--- src/rtl/array_19_ctrl.sv ---
// Controller for the single-port array macro: zero-fill after reset or on demand,
// round-robin arbitration of two requesters, and read-response routing.
module array_19_ctrl #(
   parameter int DEPTH      = 1024,
   parameter int ADDR_W     = 10,
   parameter int LANES      = 10,
   parameter int LANE_W     = 6,
   parameter int INIT_CLEAR = 1
) (
   input  logic                    clock,
   input  logic                    reset_n,
   input  logic                    a_req_valid,
   output logic                    a_req_ready,
   input  logic                    a_req_write,
   input  logic [ADDR_W-1:0]       a_req_addr,
   input  logic [LANES-1:0]        a_req_wmask,
   input  logic [LANES*LANE_W-1:0] a_req_wdata,
   output logic                    a_resp_valid,
   output logic [LANES*LANE_W-1:0] a_resp_rdata,
   input  logic                    b_req_valid,
   output logic                    b_req_ready,
   input  logic                    b_req_write,
   input  logic [ADDR_W-1:0]       b_req_addr,
   input  logic [LANES-1:0]        b_req_wmask,
   input  logic [LANES*LANE_W-1:0] b_req_wdata,
   output logic                    b_resp_valid,
   output logic [LANES*LANE_W-1:0] b_resp_rdata,
   input  logic                    clear_start,
   output logic                    init_busy,
   output logic                    mem_en,
   output logic                    mem_wmode,
   output logic [ADDR_W-1:0]       mem_addr,
   output logic [LANES-1:0]        mem_wmask,
   output logic [LANES*LANE_W-1:0] mem_wdata,
   input  logic [LANES*LANE_W-1:0] mem_rdata
);

   typedef enum logic {CLEAR, RUN} state_t;

   state_t              state_reg, state_next;
   logic [ADDR_W-1:0]   clr_cnt_reg, clr_cnt_next;
   logic                prio_b_reg, prio_b_next;   // 1: B wins a tie
   logic                rd_pend_reg, rd_pend_next;
   logic                rd_own_reg, rd_own_next;   // 1: pending read belongs to B
   logic                grant_a, grant_b;

   always_ff @(posedge clock or negedge reset_n) begin
      if (!reset_n) begin
         state_reg   <= (INIT_CLEAR != 0) ? CLEAR : RUN;
         clr_cnt_reg <= '0;
         prio_b_reg  <= 1'b0;
         rd_pend_reg <= 1'b0;
         rd_own_reg  <= 1'b0;
      end else begin
         state_reg   <= state_next;
         clr_cnt_reg <= clr_cnt_next;
         prio_b_reg  <= prio_b_next;
         rd_pend_reg <= rd_pend_next;
         rd_own_reg  <= rd_own_next;
      end
   end

   always_comb begin
      state_next   = state_reg;
      clr_cnt_next = clr_cnt_reg;
      prio_b_next  = prio_b_reg;
      rd_pend_next = 1'b0;
      rd_own_next  = rd_own_reg;
      grant_a      = 1'b0;
      grant_b      = 1'b0;
      init_busy    = 1'b0;
      mem_en       = 1'b0;
      mem_wmode    = 1'b0;
      mem_addr     = '0;
      mem_wmask    = '0;
      mem_wdata    = '0;

      if (state_reg == CLEAR) begin
         init_busy = 1'b1;
         mem_en    = 1'b1;
         mem_wmode = 1'b1;
         mem_addr  = clr_cnt_reg;
         mem_wmask = '1;
         if (clr_cnt_reg == ADDR_W'(DEPTH - 1)) begin
            state_next   = RUN;
            clr_cnt_next = '0;
         end else begin
            clr_cnt_next = clr_cnt_reg + 1'b1;
         end
      end else if (clear_start) begin
         state_next = CLEAR;
      end else begin
         grant_a = a_req_valid && (!b_req_valid || !prio_b_reg);
         grant_b = b_req_valid && !grant_a;
         if (grant_a) begin
            mem_en       = 1'b1;
            mem_wmode    = a_req_write;
            mem_addr     = a_req_addr;
            mem_wmask    = a_req_wmask;
            mem_wdata    = a_req_wdata;
            prio_b_next  = 1'b1;
            rd_pend_next = !a_req_write;
            rd_own_next  = 1'b0;
         end else if (grant_b) begin
            mem_en       = 1'b1;
            mem_wmode    = b_req_write;
            mem_addr     = b_req_addr;
            mem_wmask    = b_req_wmask;
            mem_wdata    = b_req_wdata;
            prio_b_next  = 1'b0;
            rd_pend_next = !b_req_write;
            rd_own_next  = 1'b1;
         end
      end
   end

   assign a_req_ready  = grant_a;
   assign b_req_ready  = grant_b;
   assign a_resp_valid = rd_pend_reg && !rd_own_reg;
   assign b_resp_valid = rd_pend_reg && rd_own_reg;
   assign a_resp_rdata = a_resp_valid ? mem_rdata : '0;
   assign b_resp_rdata = b_resp_valid ? mem_rdata : '0;

endmodule

--- config.mk ---
export PLATFORM = sky130hd
export DESIGN_NAME = array_19_ctrl
export DESIGN_NICKNAME = d
export VERILOG_FILES = /design/src/rtl/array_19_ctrl.sv
export SDC_FILE = /design/constraint.sdc
export NUM_CORES = 1
export LEC_CHECK = 0
export CORE_AREA = 2 2 168 170
export CTS_CLUSTER_SIZE = 28
export DETAILED_ROUTE_END_ITERATION = 7
export DIE_AREA = 0 0 170 172
export GPL_TIMING_DRIVEN = 0
export PLACE_DENSITY = 0.41
export SLEW_MARGIN = 20
export SYNTH_ARGS = -nofsm -noshare
export SYNTH_HDL_FRONTEND = slang
export SYNTH_SLANG_ARGS = --single-unit
--- constraint.sdc ---
create_clock -name clock -period 2.5 [get_ports clock]
set_input_delay 0.625 -clock clock [delete_from_list [all_inputs] [get_ports clock]]
set_output_delay 0.625 -clock clock [all_outputs]
set_load 0.02 [all_outputs]
==> flow_summary.toml, run 1 <==
[critical_path]
slowest_delay_ns = 0.22
cpMaxStageDelayCell = "a21bo_4"
start_kind = "input port"
path_cells = "buf_12 > a21bo_4 > nor3_4 > buf_12 > buf_12 > buf_12 > buf_8 > a22o_1 > buf_6"
critPathKind = "in2out"
cp-end-kind = "output pin"
crit_fanout = 5
crit_top_cell = "buf_12"
cp.required_ns = 1.88
worstPathArrival_ns = 1.90

[floorplanning]
num_rows = 61
fp.dieH_um = 172
io_pins = 434
dieArea_mm2 = 0.0292
start_util = 0.0942
core_area_mm2 = 0.0275
die_w_um = 170

[route]
drt_iter0_drc = 126
num_vias = 4366
drt_first_pass_iters = 4
routed_wl_um = 21700
drc = 0
wl_per_cell_um = 18.8
ant_nets = 0
vias_per_cell = 3.79

[yosys]
syn-num-nets = 569
synth_top_cell_by_area = "a22o_1"
syn_area_mm2 = 0.00259
synth-seq-area-share = 0.135
ys.flop_type = "dfrtp_1"
yosysWarnings = 0
async_reset_ff_frac = 1.00
synth.area.top_cells = "a22o_1 (21%), and2_1 (17%), and3_1 (15%), dfrtp_1 (14%), a221o_1 (3.9%)"
synthCells = 341
ys_types = 37
avgSynthCellArea_um2 = 7.59
synth-edff-count = 0
synth_top_cell_area_share = 0.206
ys_seq_elements = 14

[clock_tree]
tritoncts = "done"
cts.sinks = 14
insertion_delay_ns = 0.24
numCtsBuffers = 3
cts.htree.levels = 1
clkTransAtPathRegs_ns = 0.04
root_buffer = "clkbuf_16"
clockBufferDepth = 2

[layout]
n_fill_cell = 3012
drive_gt1_frac = 0.209
final_cell_mix = "clkdlybuf4s50_1 (229), dlygate4sd2_1 (81), and2_1 (72), and3_1 (62), a22o_1 (56)"
layout.cells.most_common = "clkdlybuf4s50_1"
largest_register_ff_count = 10
multiInputGateArea_mm2 = 0.00207
fin_nets = 1035
antennaDiodeCount = 0
final_util = 0.290
regArea_um2 = 353
area_growth_pct = 207

[place]
dp_hpwl_um = 17900
gp_congestion = 0.780
pre_cts_ws_ns = -1.52
numPortBuffers = 433

[global_routing]
grt_overflow = 0
grt_usage = 0.133
grt_pass1_vias = 4278
grt_pass1_wl_um = 29400
grt_max_degree = 20
antenna_found_initial = 0

[worst_hold_path]
min_path_type = "reg2reg"

[sta]
maxSlewHeadroom = 0.554
tightestPinTransition_ns = 0.667
rsz0062_at_grt = "true"
clock.fmax_ghz = 0.395
setup_viol = 6
hold_viol_final = 0
fin_crit_sh = 1.01
finalWorstSetupSlack_ns = -0.0289
skew_ns = 0.000667
min_period_ns = 2.53
slew_viol_final = 0

[power_and_ir_drop]
p_leak_nw = 4.33
vdd_ir_drop_max_mv = 0.168
p_total_mw = 0.946
power_density_mw_per_mm2 = 119

[status]
violations = "setup timing"
status = "finished, violations left"

[flow_run]
max_cap_viol_count = 0
synthesized netlist by cell type, drive strengths merged, types with 2 or more instances:
cell type and instances:
a31oi 2, and4 2, nor3 2, nand2 3, and2 72, xnor2 3
a221o 10, or3 2, mux2i 10, a21bo 2, o21ai 15, a22o 61
inv 4, nand2b 2, nor2 4, and3 62, a21oi 5, nor2b 12
buf 18, dfrtp 14, clkbuf 22, nand3 4
where the power goes:
part / switching (mW) / internal (mW) / total (mW)
clock: 0.0863 / 0.209 / 0.295
combinational: 0.0928 / 0.331 / 0.424
sequential: 0 / 0.227 / 0.227
total: 0.179 / 0.767 / 0.946
final cells by class:
| type | instances | area share |
|---|---|---|
| Inverter | 4 | 0.00189 |
| Multi-Input combinational cell | 283 | 0.260 |
| Buffer | 36 | 0.0401 |
| Sequential cell | 14 | 0.0443 |
| Tap cell | 346 | 0.0544 |
| Timing Repair Buffer | 465 | 0.590 |
| Clock buffer | 3 | 0.00943 |
path summary, 6_finish.rpt:
kind / start / to / slack [ns] / depth (start not counted)
max: b_req_valid / mem_wdata[23] / -0.03 / 9
min: clr_cnt_reg[8] / clr_cnt_reg[8] / 0.49 / 1
max reg2reg: state_reg / clr_cnt_reg[7] / 0.89 / 4
min reg2reg: clr_cnt_reg[8] / clr_cnt_reg[8] / 0.49 / 1
max in group asynchronous: reset_n / rd_own_reg / 1.23 / 1
min in group asynchronous: reset_n / clr_cnt_reg[2] / 0.80 / 1
stage by stage:
stage	setup TNS (ns)	hold WS, ns	std cells	area [µm²]
after floorplan	0	0.329	341	2590
after global placement	-138.08	0.473	1120	7360
after detailed placement	-139.15	0.479	1120	7360
after CTS	-1.83	0.489	1149	7840
after global routing	-1.24	0.526	1151	7960
final	-0.0708	0.488	1151	7960
layer usage:
metal,part of all wire,GRT usage,routed length [µm]
met1,0.42,0.173,9160
met3,0.059,0.0199,1270
met4,0.0041,0.0115,88
met5,0,0,0
met2,0.51,0.242,11100
cells by family after synthesis:
group | count (synthesis) | share of synthesized area
flip-flops | 14 | 0.135
XOR/XNOR | 4 | 0.0135
multiplexers | 11 | 0.0430
AO/OA/AOI/OAI | 98 | 0.306
buffers and inverters | 44 | 0.0913
AND/OR/NAND/NOR | 169 | 0.406
adder cells (fa/ha/maj) | 1 | 0.00483
critical path: cells and delay by family:
family	cells	cell delay [ns]
AO/OA/AOI/OAI	2	0.40
AND/OR/NAND/NOR	1	0.14
buffers and inverters	6	0.73
timing repair:
action / in CTS / in global routing
setup endpoints to repair: 206 / 128
pin swaps: 36 / 8
buffers inserted: 23 / 3
gates resized for setup: 582 / 72
cloned: 6 / 1
hold buffers: 0 / 0
(Power assumes the default switching activity.)
==> inputs of run 2 (changes only) <==
--- a/config.mk
+++ b/config.mk
@@ -6,6 +6,7 @@
 export NUM_CORES = 1
 export LEC_CHECK = 0
 export CORE_AREA = 2 2 168 170
+export CTS_BUF_LIST = sky130_fd_sc_hd__clkbuf_2
 export CTS_CLUSTER_SIZE = 28
 export DETAILED_ROUTE_END_ITERATION = 7
 export DIE_AREA = 0 0 170 172
==> run 2 against run 1 <==
The run still ends with setup timing left; largest cell class unchanged; via count up 1.2%; global-route usage up 0.22 points; clock power down 66%.
==> flow_summary.toml, run 2 (synthesis gave the netlist of run 1 again) <==
[critical_path]
path_cells = "buf_12 > a21bo_4 > nor3_4 > buf_12 > buf_12 > buf_12 > buf_8 > a22o_1 > buf_6"
crit_top_cell = "buf_12"
worstPathArrival_ns = 1.92
cpMaxStageDelayCell = "a21bo_4"
r2r_setup_slack_ns = 0.85
cp.required_ns = 1.88
slowest_delay_ns = 0.22
crit_fanout = 5
cp-end-kind = "output pin"
critPathKind = "in2out"
start_kind = "input port"

[floorplanning]
num_rows = 61
io_pins = 434
die_w_um = 170
core_area_mm2 = 0.0275
start_util = 0.0942
fp.dieH_um = 172
dieArea_mm2 = 0.0292

[route]
ant_nets = 0
wl_met2_um = 11300
num_vias = 4419
drt_iter0_drc = 155
drc = 0
top_layer = "met4"
met3_length_um = 1280
wl_per_cell_um = 19.0
vias_per_cell = 3.81
drt_first_pass_iters = 4
routed_wl_um = 22000
met1Wirelength_um = 9370

[layout]
fin_nets = 1043
area_growth_pct = 200
final_area_mm2 = 0.00776
layout.cells.most_common = "clkdlybuf4s50_1"
final_cells = 1159
final_cell_mix = "clkdlybuf4s50_1 (225), and2_1 (72), and3_1 (61), buf_6 (59), a22o_1 (55)"
final_util = 0.283
drive_gt1_frac = 0.278
n_fill_cell = 3045
largest_register_ff_count = 10
antennaDiodeCount = 0

[sta]
finalWorstSetupSlack_ns = -0.0458
slew_viol_final = 0
skew_ns = 0.00239
clock.fmax_ghz = 0.393
rsz0062_at_grt = "true"
hold_viol_final = 0
setup_viol = 4
min_period_ns = 2.55
fin_crit_sh = 1.02
tightestPinTransition_ns = 0.668
maxSlewHeadroom = 0.553

[power_and_ir_drop]
vdd_ir_drop_max_mv = 0.0782
power_density_mw_per_mm2 = 96.4
clockPowerShare = 0.135
swShare = 0.215
seqPwrFrac = 0.302
p_leak_nw = 4.14
p_sw_mw = 0.161
p_comb_frac = 0.562
p_int_mw = 0.587

[flow_run]
max_cap_viol_count = 0

[clock_tree]
post_cts_hold_buffer_count = 0
cts.sinks = 14
cts.htree.levels = 1
clkTransAtPathRegs_ns = 0.12
insertion_delay_ns = 0.27
clockBufferDepth = 2
tritoncts = "done"
root_buffer = "clkbuf_2"
numCtsBuffers = 3

[global_routing]
grt_overflow = 0
grt_pass1_wl_um = 29700
grt_max_degree = 20
grt_pass1_vias = 4300
antenna_found_initial = 0
grt_usage = 0.135

[place]
gp_congestion = 0.780
pre_cts_ws_ns = -1.52
dpl_cell_area_mm2 = 0.00736
dp_hpwl_um = 17900
placed_cells = 1120
numPortBuffers = 433

[worst_hold_path]
min_path_type = "reg2reg"

[status]
violations = "setup timing"
status = "finished, violations left"
==> run 2: changes by cell type in the layout (fill, tap and decap cells not counted), moves of 3 or more <==
| cell | before | now |
|---|---|---|
| buf_2 | 8 | 51 |
| dlygate4sd2_1 | 81 | 50 |
| clkbuf_2 | 18 | 32 |
| buf_6 | 48 | 59 |
| dlymetal6s2s_1 | 27 | 18 |
| clkbuf_16 | 4 | 0 |
| clkdlybuf4s15_1 | 12 | 8 |
| clkdlybuf4s50_1 | 229 | 225 |
| buf_4 | 44 | 41 |
| buf_8 | 9 | 6 |
| clkbuf_4 | 6 | 3 |
==> run 2: through the flow <==
| stage | TNS (ns) | hold slack (ns) | power (mW) |
|---|---|---|---|
| final | -0.0812 | 0.501 | 0.749 |
| after global routing | -1.78 | 0.539 | 0.795 |
| after CTS | -2.32 | 0.501 | 0.760 |
| after detailed placement | -139.15 | 0.479 | 0.642 |
| after global placement | -138.08 | 0.473 | 0.640 |
| after floorplan | 0 | 0.329 | 0.260 |
==> run 2: power by group through the flow <==
stage / logic, mW / clock network [mW] / registers (mW)
after global placement: 0.410 / 0 / 0.231
after global routing: 0.450 / 0.119 / 0.227
after CTS: 0.423 / 0.110 / 0.226
after detailed placement: 0.411 / 0 / 0.231
final: 0.421 / 0.101 / 0.226
after floorplan: 0.0294 / 0 / 0.231
==> run 2: worst paths after layout <==
kind | startpoint | endpoint | depth (start not counted)
max | b_req_valid | mem_wdata[23] | 9
min | clr_cnt_reg[8] | clr_cnt_reg[8] | 1
max reg2reg | state_reg | clr_cnt_reg[7] | 4
min reg2reg | clr_cnt_reg[8] | clr_cnt_reg[8] | 1
max in group asynchronous | reset_n | rd_own_reg | 1
min in group asynchronous | reset_n | clr_cnt_reg[2] | 1
==> run 2: area by class of cell <==
cell class,count,area [µm²],share of cell area
multi-input cells,283,2080,0.267
plain buffers,36,325,0.0419
repair buffers,473,4540,0.585
inverters,4,20.0,0.00258
flip-flops and latches,14,353,0.0454
well taps,346,433,0.0558
clock buffers,3,15.0,0.00193
==> run 2: repair_timing <==
item,4_1_cts,5_1_grt
endpoints found under the hold margin,0,0
buffers inserted,27,7
pin swaps,39,15
gates resized for setup,685,125
cloned,8,0
setup endpoints to repair,206,159
==> run 2: metal layers <==
layer,vias up,GRT usage
met2,184,0.245
met3,4,0.0199
met4,0,0.0126
met5,-,0
met1,2008,0.176
li1,2223,-
==> run 2: worst max-delay path: cells and delay by family <==
kind | cells | cell delay [ns]
compound gates | 2 | 0.41
buf+inv | 6 | 0.73
simple gates | 1 | 0.14
==> inputs of run 3 (changes only) <==
--- a/config.mk
+++ b/config.mk
@@ -6,11 +6,12 @@
 export NUM_CORES = 1
 export LEC_CHECK = 0
 export CORE_AREA = 2 2 168 170
-export CTS_BUF_LIST = sky130_fd_sc_hd__clkbuf_2
+export CTS_BUF_LIST = sky130_fd_sc_hd__clkbuf_8
 export CTS_CLUSTER_SIZE = 28
 export DETAILED_ROUTE_END_ITERATION = 7
 export DIE_AREA = 0 0 170 172
 export GPL_TIMING_DRIVEN = 0
+export MAX_ROUTING_LAYER = met4
 export PLACE_DENSITY = 0.41
 export SLEW_MARGIN = 20
 export SYNTH_ARGS = -nofsm -noshare
==> run 3 against run 2 <==
Highest routed layer unchanged; the run still ends with setup timing left; routed wire length is 1.8% lower; sequential power barely moved; maximum frequency decreased by 0.13%; critical path type unchanged.
==> flow_summary.toml, run 3 (synthesis gave the netlist of run 1 again) <==
[status]
status = "finished, violations left"
violations = "setup timing"

[sta]
finalWorstSetupSlack_ns = -0.0491
hold_viol_final = 0
fin_setup_tns_ns = -0.111
min_period_ns = 2.55
clock.fmax_ghz = 0.392
tightestPinTransition_ns = 0.682
setup_viol = 6
fin_crit_sh = 1.02
skew_ns = 0.00155
whs_ns = 0.492
rsz0062_at_grt = "true"
slew_viol_final = 0
maxSlewHeadroom = 0.544

[layout]
final_util = 0.287
layout.cells.most_common = "clkdlybuf4s50_1"
antennaDiodeCount = 0
final_cells = 1148
area_growth_pct = 204
final_cell_mix = "clkdlybuf4s50_1 (229), dlygate4sd2_1 (80), and2_1 (72), and3_1 (62), a22o_1 (56)"
largest_register_ff_count = 10
n_fill_cell = 3014
fin_nets = 1032
drive_gt1_frac = 0.209

[global_routing]
met3_usage = 0.0163
grt_overflow = 0
grt_pass1_vias = 4268
antenna_found_initial = 0
busiest_layer = "met2"
grt_pass1_wl_um = 29400
grt_max_degree = 20
grt_usage = 0.137
met2_usage = 0.242
gr-usage-met1 = 0.176

[critical_path]
cp.required_ns = 1.88
critPathKind = "in2out"
cp-end-kind = "output pin"
crit_fanout = 5
worstPathArrival_ns = 1.92
start_kind = "input port"

[clock_tree]
cts.htree.levels = 1
tritoncts = "done"
root_buffer = "clkbuf_8"
clockBufferDepth = 2
clkTransAtPathRegs_ns = 0.06
numCtsBuffers = 3
insertion_delay_ns = 0.24
cts.sinks = 14

[place]
dp_hpwl_um = 17900
numPortBuffers = 433
placed_cells = 1120
gp_congestion = 0.791

[route]
drt_first_pass_iters = 4
drt_iter0_drc = 144
drc = 0
ant_nets = 0
vias_per_cell = 3.81
routed_wl_um = 21600
wl_per_cell_um = 18.8
num_vias = 4373

[worst_hold_path]
min_path_type = "reg2reg"

[power_and_ir_drop]
swShare = 0.206
p_int_mw = 0.664
p_sw_mw = 0.173
seqPwrFrac = 0.271
p_leak_nw = 4.27
clockPowerShare = 0.223
vdd_ir_drop_max_mv = 0.120
power_density_mw_per_mm2 = 106
p_comb_frac = 0.506

[floorplanning]
num_rows = 61
core_area_mm2 = 0.0275
io_pins = 434
start_util = 0.0942
die_w_um = 170
fp.dieH_um = 172
dieArea_mm2 = 0.0292

[flow_run]
max_cap_viol_count = 0
-- run 3: cell count changes in the layout (fill, tap and decap cells not counted), moves of 4 or more --
cell | previous run | this run
dlygate4sd2_1 | 50 | 80
clkdlybuf4s50_1 | 225 | 229
dlymetal6s2s_1 | 18 | 26
buf_6 | 59 | 49
clkbuf_4 | 3 | 7
buf_2 | 51 | 9
clkbuf_2 | 32 | 20
-- run 3: worst paths after layout --
check | startpoint | endpoint | slack (ns) | cells after the start
hold reg to reg | clr_cnt_reg[8] | clr_cnt_reg[8] | 0.49 | 1
hold / removal | clr_cnt_reg[8] | clr_cnt_reg[8] | 0.49 | 1
setup / recovery | b_req_valid | mem_wdata[23] | -0.05 | 9
max in group asynchronous | reset_n | rd_pend_reg | 1.23 | 1
setup reg to reg | state_reg | clr_cnt_reg[7] | 0.88 | 4
min in group asynchronous | reset_n | clr_cnt_reg[2] | 0.80 | 1
-- run 3: critical path, stage by stage --
cell,delay (ns)
buf_12,0.10
a21bo_4,0.22
nor3_4,0.14
buf_12,0.15
buf_12,0.13
buf_12,0.12
buf_8,0.11
a22o_1,0.19
buf_6,0.13
-- run 3: repair_timing --
action,4_1_cts,5_1_grt
resized for setup,574,87
gates cloned,6,0
setup buffers,21,3
hold buffers,0,0
pin swaps,37,7
setup endpoints to repair,206,127
-- run 3: power groups by stage --
stage               registers (mW)  clock network (mW)  logic (mW)
detailed placement           0.231                   0       0.411
CTS                          0.227               0.190       0.423
floorplan                    0.231                   0      0.0294
global placement             0.231                   0       0.410
finish                       0.227               0.186       0.423
global route                 0.227               0.199       0.453
-- run 3: area by class of cell --
class                           instances  area, µm²  area share
Buffer                                 36        330      0.0419
Clock buffer                            3       41.3     0.00524
Inverter                                4       15.0     0.00191
Multi-Input combinational cell        283       2070       0.262
Sequential cell                        14        353      0.0448
Tap cell                              346        433      0.0549
Timing Repair Buffer                  462       4640       0.589
-- run 3: routing by layer --
metal	part of all wire	vias up
li1	-	2197
met1	0.43	1989
met2	0.51	181
met3	0.053	6
met4	0.0051	0
met5	0	-
-- run 3: through the flow --
stage	total power, mW	setup slack, ns	instance area [µm²]
after CTS	0.839	-0.119	7780
after global routing	0.878	-0.0925	7880
after detailed placement	0.642	-1.52	7360
after floorplan	0.260	0.187	2590
after global placement	0.640	-1.51	7360
final	0.837	-0.0491	7880
